### config.mk
export PLATFORM = sky130hd
export DESIGN_NAME = inst_cache
export DESIGN_NICKNAME = d
export VERILOG_FILES = /design/src/rtl/icache_types.sv /design/src/rtl/icache_array.sv /design/src/rtl/inst_cache.sv
export SDC_FILE = /design/constraint.sdc
export NUM_CORES = 2
export LEC_CHECK = 0
export BUFFER_PORTS_ARGS = -buffer_cell sky130_fd_sc_hd__clkbuf_2
export CORE_MARGIN = 2
export CORE_UTILIZATION = 45
export CTS_BUF_LIST = sky130_fd_sc_hd__clkbuf_2 sky130_fd_sc_hd__clkbuf_4 sky130_fd_sc_hd__clkbuf_8
export DETAILED_ROUTE_END_ITERATION = 8
export GPL_ROUTABILITY_DRIVEN = 1
export HOLD_SLACK_MARGIN = 0.06
export MAX_ROUTING_LAYER = met4
export PLACE_DENSITY = 0.68
export SYNTH_ARGS = -nofsm -noshare
export SYNTH_HDL_FRONTEND = slang
export SYNTH_MEMORY_MAX_BITS = 65536
export SYNTH_SLANG_ARGS = --single-unit
### constraint.sdc
create_clock -name clk -period 25.4 [get_ports clk]
set_clock_uncertainty 0.05 [all_clocks]
set_input_delay 5.08 -clock clk [delete_from_list [all_inputs] [get_ports clk]]
set_output_delay 5.08 -clock clk [all_outputs]
set_load 0.005 [all_outputs]
### src/rtl/icache_types.sv
// Shared types for the instruction cache: FSM states and line geometry.
package icache_types;

  localparam logic [1:0] IDLE = 2'd0;
  localparam logic [1:0] FILL = 2'd1;
  localparam logic [1:0] RESP = 2'd2;

  localparam int OFFSET_W  = 5;
  localparam int WSEL_W    = 3;
  localparam int BEAT_W    = 2;
  localparam int LINE_BITS = 256;

  function automatic logic [31:0] line_word(
    input logic [LINE_BITS-1:0] line,
    input logic [WSEL_W-1:0]    sel
  );
    return line[{sel, 5'd0} +: 32];
  endfunction

endpackage

### src/rtl/icache_array.sv
// Direct-mapped tag/valid/data store: async read, sync write, flush-clear.
module icache_array
  import icache_types::*;
#(
  parameter int NUM_SETS = 16,
  parameter int IDX_W    = $clog2(NUM_SETS),
  parameter int TAG_W    = 32 - IDX_W - OFFSET_W
) (
  input  logic                 clk,
  input  logic                 reset_n,
  input  logic                 flush,
  input  logic [IDX_W-1:0]     rd_idx,
  output logic                 rd_valid,
  output logic [TAG_W-1:0]     rd_tag,
  output logic [LINE_BITS-1:0] rd_data,
  input  logic                 we,
  input  logic [IDX_W-1:0]     wr_idx,
  input  logic                 wr_valid,
  input  logic [TAG_W-1:0]     wr_tag,
  input  logic [LINE_BITS-1:0] wr_data
);

  logic [NUM_SETS-1:0]  valid;
  logic [TAG_W-1:0]     tag_mem  [NUM_SETS];
  logic [LINE_BITS-1:0] data_mem [NUM_SETS];

  // Flush takes priority so a fill completing alongside it stays invalid
  always_ff @(posedge clk or negedge reset_n) begin
    if (!reset_n) begin
      valid <= '0;
    end else if (flush) begin
      valid <= '0;
    end else if (we) begin
      valid[wr_idx] <= wr_valid;
    end
  end

  always_ff @(posedge clk) begin
    if (we) begin
      tag_mem[wr_idx]  <= wr_tag;
      data_mem[wr_idx] <= wr_data;
    end
  end

  assign rd_valid = valid[rd_idx];
  assign rd_tag   = tag_mem[rd_idx];
  assign rd_data  = data_mem[rd_idx];

endmodule

### src/rtl/inst_cache.sv
// Direct-mapped instruction cache with zero-cycle hits and burst line fill.
// Optional hit/miss counters with INST_CACHE_PERF_CNT_EN.
module inst_cache
  import icache_types::*;
#(
  parameter int NUM_SETS   = 16,
  parameter int LINE_BEATS = 4
) (
  input  logic        clk,
  input  logic        reset_n,
  input  logic        inst_read,
  input  logic [31:0] inst_addr,
  input  logic        flush,
  output logic [31:0] inst_rdata,
  output logic        inst_resp,
  output logic        pmem_read,
  output logic [31:0] pmem_address,
  input  logic [63:0] pmem_rdata,
`ifdef INST_CACHE_PERF_CNT_EN
  input  logic        pmem_resp,
  output logic [31:0] hit_count,
  output logic [31:0] miss_count
`else
  input  logic        pmem_resp
`endif
);

  localparam int IDX_W = $clog2(NUM_SETS);
  localparam int TAG_W = 32 - IDX_W - OFFSET_W;
  localparam logic [BEAT_W-1:0] LAST = BEAT_W'(LINE_BEATS - 1);

  logic [1:0]           state;
  logic [31:2]          addr_q;
  logic [BEAT_W-1:0]    cnt;
  logic [LINE_BITS-1:0] fill_buf;
  logic                 flush_pend;

  logic                 rd_valid;
  logic [TAG_W-1:0]     rd_tag;
  logic [LINE_BITS-1:0] rd_data;
  logic                 hit;
  logic                 idle_hit;
  logic                 idle_miss;
  logic [1:0]           unused_addr;

  assign unused_addr = inst_addr[1:0];

  icache_array #(
    .NUM_SETS (NUM_SETS)
  ) u_array (
    .clk      (clk),
    .reset_n  (reset_n),
    .flush    (flush),
    .rd_idx   (inst_addr[IDX_W+OFFSET_W-1:OFFSET_W]),
    .rd_valid (rd_valid),
    .rd_tag   (rd_tag),
    .rd_data  (rd_data),
    .we       (state == RESP),
    .wr_idx   (addr_q[IDX_W+OFFSET_W-1:OFFSET_W]),
    .wr_valid (!flush_pend),
    .wr_tag   (addr_q[31:IDX_W+OFFSET_W]),
    .wr_data  (fill_buf)
  );

  assign hit       = rd_valid && (rd_tag == inst_addr[31:IDX_W+OFFSET_W]);
  assign idle_hit  = (state == IDLE) && inst_read && hit;
  assign idle_miss = (state == IDLE) && inst_read && !hit;

  always_ff @(posedge clk or negedge reset_n) begin
    if (!reset_n) begin
      state      <= IDLE;
      addr_q     <= '0;
      cnt        <= '0;
      fill_buf   <= '0;
      flush_pend <= 1'b0;
    end else begin
      unique case (state)
        IDLE: begin
          flush_pend <= 1'b0;
          if (idle_miss) begin
            addr_q <= inst_addr[31:2];
            cnt    <= '0;
            state  <= FILL;
          end
        end
        FILL: begin
          if (flush) flush_pend <= 1'b1;
          if (pmem_resp) begin
            fill_buf[{cnt, 6'd0} +: 64] <= pmem_rdata;
            cnt <= cnt + 1'b1;
            if (cnt == LAST) state <= RESP;
          end
        end
        RESP: begin
          flush_pend <= 1'b0;
          state      <= IDLE;
        end
        default: state <= IDLE;
      endcase
    end
  end

  assign pmem_read    = (state == FILL);
  assign pmem_address = {addr_q[31:OFFSET_W], 5'd0};

  always_comb begin
    inst_resp  = 1'b0;
    inst_rdata = '0;
    if (idle_hit) begin
      inst_resp  = 1'b1;
      inst_rdata = line_word(rd_data, inst_addr[4:2]);
    end else if (state == RESP) begin
      inst_resp  = 1'b1;
      inst_rdata = line_word(fill_buf, addr_q[4:2]);
    end
  end

`ifdef INST_CACHE_PERF_CNT_EN
  always_ff @(posedge clk or negedge reset_n) begin
    if (!reset_n) begin
      hit_count  <= '0;
      miss_count <= '0;
    end else begin
      if (idle_hit)  hit_count  <= hit_count + 32'd1;
      if (idle_miss) miss_count <= miss_count + 32'd1;
    end
  end
`endif

endmodule

# Yosys cells after proc, flatten, opt, wreduce, memory -nomap -nowiden
# Memories as Yosys holds them, arrays and structs flattened.
# Cells that the tools add are included.
# totals
n_memories,2
ff_bits,307
inputBits,101
output_inout_bits,66
ram_bits,4464
# classes
n_reduce_logical,17
n_lt_le_gt_ge,3
shift,4
mux,22
add_sub_neg,2
eq_ne,8
# mem_list
name,words,width,read_ports,rd_clocked_by_memory_dff,wr,line,text
u_array.data_mem,16,256,1,0,1,icache_array.sv:25,logic [LINE_BITS-1:0] data_mem [NUM_SETS];
u_array.tag_mem,16,23,1,0,1,icache_array.sv:24,logic [TAG_W-1:0] tag_mem [NUM_SETS];
# ops
op,n
$shiftx 256x9->32,2
$bwmux 256,1
$shift 64x10->256 const A,1
$shiftx 64x10->256,1
$mux 32,2
$mux 16,2
$eq 23x23->1,1
$bwmux 16,1
$lt 4x5->1 const B,2
$mux 2,5
$neg 8->10,1
$pmux 2 s2,2
$mux 1,6
$reduce_and 2->1,3
$reduce_and 3->1,2
$reduce_bool 2->1,3
$logic_and 1x1->1,5
$bmux 1 s4,1
$demux 1 s4,1
$eq 2x2->1 const B,2
$ge 4x1->1 const B,1
$ne 2x1->1 const B,2
$ne 2x2->1 const B,2
$add 2x1->2 const B,1
other kinds (5),6

# Depth between registers and ports, before layout
# depth
ltp_word,7
mapped_depth,14

# Modules after synthesis
# Synthesis repeated with hierarchy kept, for this count alone.
# unflattened
hier_cells,8555
area_unflattened_um2,183183.2
# by_module_without_submodules
mod,n_inst,cells_each,area_each_um2
icache_array,1,6981,167135.3
inst_cache,1,1574,16047.9

# Least setup slack after synthesis
# Ideal clock, no wire load.
# synth_timing
kind,reg2reg
startpoint,reg state[0]
endpoint,reg u_array.valid[0]
t_arrival_ps,21134
setup_time_ps,130
path_stages_with_launch,7
setup_slack_ps,4087
n_path_buf,1
t_required_ps,25220
cell_sequence,dfrtp_1 -> nand2b_1 -> or3_1 -> clkbuf_1 -> nor3_1 -> mux2i_1 -> nor2_1
# synth_via
elab_chain_cells,2
# synth_rtl
item,line,text
from (decl),inst_cache.sv:32,logic [1:0] state;
from (signal assigned),inst_cache.sv:71,state <= IDLE;
from (signal assigned),inst_cache.sv:83,state <= FILL;
from (signal assigned),inst_cache.sv:91,if (cnt == LAST) state <= RESP;
$eq 2x2->1,inst_cache.sv:58,".we (state == RESP),"
$reduce_bool 2->1 (no line),--,
"to (signal, indexed assignment)",icache_array.sv:34,valid[wr_idx] <= wr_valid;
to (decl),icache_array.sv:23,logic [NUM_SETS-1:0] valid;
# Every way passes these cells.
# A chain may end at the register's enable or synchronous reset.

# Worst setup path in the final report
# layout_timing
startpoint,in inst_addr[6]
endpoint,out inst_rdata[21]
# layout_via
elab_chain_cells,5
# layout_rtl
item,line,text
from (decl),inst_cache.sv:12,"input logic [31:0] inst_addr,"
"parallel branches: the longest is 4 deep, another holds $mem_v2 16x256",--,
$mux 32 *,inst_cache.sv:109,if (idle_hit) begin
to (decl),inst_cache.sv:14,"output logic [31:0] inst_rdata,"
# Mark *: on every way between the ends. The select of a mux whose other input is x is not followed.

==> metrics.yaml <==
start_util: 0.452
grt_first_pass_wirelength_mm: 631
drt_drc_violations_left: 0
post_synth_instance_area_um2: 185000
path_clk_slew_ps: 60
cts.hold.buffers_added: 0
power_leakage_nw: 66.5
p_sw_mw: 4.43
timing_worst_setup_path_type: "in2out"
slew_headroom: 0.120
grt_pass1_vias: 90800
endpoint: "inst_rdata[21]"
share_of_synthesized_registers_carrying_an_async_set_or_reset: 0.0643
grt_max_degree: 134
post-route-min-period_ps: 16950
numClockSinks: 4771
area.growth.synth_to_final_pct: 11.4
report.final.slew_viol_count: 0
grt_use_total: 0.213
worst_path_required_time_ps: 20270
cts_root_buffer_type: "sky130_fd_sc_hd__clkbuf_8"
cts_setup_buffers: 0
drt-vias-per-instance: 5.96
grt_antenna_before_repair: 51
total_power_mw: 17.8
final_util: 0.503
finalWeightedCongestion: 0.783
synthAdderAreaFrac: 0.000406
core_region_area_um2: 409000
r2r_slack_ps: 18960
post_synth_xor_area_fraction: 0.000805
pwr_density_cell_nw_per_um2: 86.2
p_clk_frac: 0.345
timing.rr.start: "state[1]$_DFFE_PN0P_"
grt_remaining_overflow: 0
synth.yosys.warnings: 0
finalNonFillerCells: 14800
path_max_fanout: 133
comb_power_share: 0.076
muxShareOfSynthArea: 0.188
seq_power_share: 0.579
timing.critical_path.from_type: "input port"
post-route-worst-setup-slack_ps: 8450
timing.final.hold_violations: 0
drive_above_1_share: 0.325
setup_violations: 0
hpwlAfterDp_mm: 225
max_freq_mhz: 59.0
cts-htree-levels: 6
worstSetupStartpoint: "inst_addr[6]"
rows: 235
worst_setup_path_end_kind: "primary output"
wire_per_inst_um: 29.5
final_min_period_over_clock_period: 0.667
die_h_um: 645
cts_tree: "built"
finish.net_count: 8819
hp-class: "reg2reg"
max_cap_violations: 0
placedCellCount: 13500
flops_latches_synth: 4771
r2r.worst_path.cells: 8
synth-edff-count: 4464
hold_slack_ps: 481
number_of_top_level_pins: 167
synth_compound_gate_area_share: 0.0145
area_fraction_in_and_or_nand_and_nor_cells_after_synthesis: 0.0157
clock_latency_at_the_later_pin_of_the_worst_skew_pair_ps: 1080
fin_tns_setup_ps: 0
post_cts.resized_instances: 0
antenna_left: 0
dr.pass1.iters: 6
place.port_buffers: 159
seq_area_frac_synth: 0.767
final_cell_mix: "4,464 x sky130_fd_sc_hd__edfxtp_1, 1,412 x sky130_fd_sc_hd__mux4_2, 771 x sky130_fd_sc_hd__clkbuf_8"
max-clock-path-buffers: 4
initialDrtViolationCount: 9966
width_of_the_die_um: 645
swShare: 0.250
primary_ff_master_synth: "sky130_fd_sc_hd__edfxtp_1"
layout.cells.most_common: "sky130_fd_sc_hd__edfxtp_1"
worst_slew_pin_slew_ps: 1310
grt_setup_unrepaired: "no"
post_synth_inst_count: 8154
placement.cell_area_um2: 192000
yosysUniqueCellTypes: 72
postSynthAreaPerCell_um2: 22.7
vdd_drop_max_v: 0.0000552
synth_top_family_by_area: "multiplexers"
outcome: "finished, final reports clean"
dp_worst_setup_slack_ps: 8330
power_report.internal_total_mw: 13.3
r2r_end: "u_array.data_mem[11][143]$_DFFE_PP_"
critical_path_arrival_ps: 11820
post-route-cell-area_um2: 206000
cts-buffers-inserted: 695
num_vias: 88000
fp.dieArea_um2: 416000
wirelength_mm: 435
## kinds of logic after synthesis
logic type | after synthesis
flip-flops | 4771
multiplexers | 1683
AND/OR/NAND/NOR | 714
buffers and inverters | 505
AO/OA/AOI/OAI | 457
XOR/XNOR | 17
adder cells (fa/ha/maj) | 6
other | 1
## power groups by stage
stage	combinational [mW]	clock, mW	sequential (mW)
after global routing	1.44	6.56	10.4
after CTS	1.36	6.23	10.3
final	1.35	6.12	10.3
after detailed placement	1.36	0	10.5
after global placement	1.35	0	10.4
after floorplan	0.936	0	10.1
## flip-flops by register name, summed over array words and instances, names as in the netlist
name,flops
u_array.valid,16
u_array.tag_mem,368
addr_q,30
u_array.data_mem,4096
fill_buf,256
cnt,2
state,2
flush_pend,1
## layout make-up
class                      count  area, um2
inverter                       7       26.3
timing repair buffer         355       2540
tap                         5451       6820
sequential                  4771     142000
multi-input combinational   2882      40800
fill                       31700     203000
antenna                       33       82.6
clock inverter               281       1780
clock buffer                 988      12200
## routing by layer
layer  GRT usage  vias up  wire (um)  share of wire
li1            -    35500          -              -
met1       0.276    47800     170000           0.39
met2       0.351     3983     221000           0.51
met3      0.0316      753      31600          0.072
met4      0.0673        0      13100          0.030
met5           -        -          0              0
## worst min-delay path by stage
| stage | startpoint | cells after the start | slack [ps] | end |
|---|---|---|---|---|
| after floorplan | u_array.valid[14]$_DFFE_PN0P_ | 2 | 430 | u_array.valid[14]$_DFFE_PN0P_ |
| after global placement | u_array.valid[12]$_DFFE_PN0P_ | 2 | 450 | u_array.valid[12]$_DFFE_PN0P_ |
| after detailed placement | u_array.valid[12]$_DFFE_PN0P_ | 2 | 460 | u_array.valid[12]$_DFFE_PN0P_ |
| after CTS | u_array.valid[12]$_DFFE_PN0P_ | 2 | 470 | u_array.valid[12]$_DFFE_PN0P_ |
| after global routing | u_array.valid[14]$_DFFE_PN0P_ | 2 | 510 | u_array.valid[14]$_DFFE_PN0P_ |
| final | u_array.valid[12]$_DFFE_PN0P_ | 2 | 480 | u_array.valid[12]$_DFFE_PN0P_ |
## critical path, cell delays in order
cell and delay [ps]:
sky130_fd_sc_hd__buf_8 660, sky130_fd_sc_hd__buf_4 750, sky130_fd_sc_hd__buf_4 620, sky130_fd_sc_hd__buf_4 740, sky130_fd_sc_hd__buf_4 730, sky130_fd_sc_hd__buf_12 580
sky130_fd_sc_hd__mux4_2 360, sky130_fd_sc_hd__mux4_2 240, sky130_fd_sc_hd__mux2i_1 100, sky130_fd_sc_hd__a22oi_1 450, sky130_fd_sc_hd__nand3_1 120, sky130_fd_sc_hd__o21ai_0 590
sky130_fd_sc_hd__clkbuf_2 240
## synthesized netlist by cell type (all sizes together) (15+ instances only)
cell type	count	area share
a21oi	16	0.00043
a22oi	79	0.0032
buf	297	0.010
clkbuf	201	0.0041
dfrtp	307	0.042
edfxtp	4464	0.72
mux2	80	0.0054
mux2i	190	0.010
mux4	1413	0.17
nand2	582	0.012
nand3	34	0.00092
nor2	34	0.00069
nor2b	15	0.00051
o21ai	306	0.0083
No activity file was read; power rests on OpenSTA's default activity.
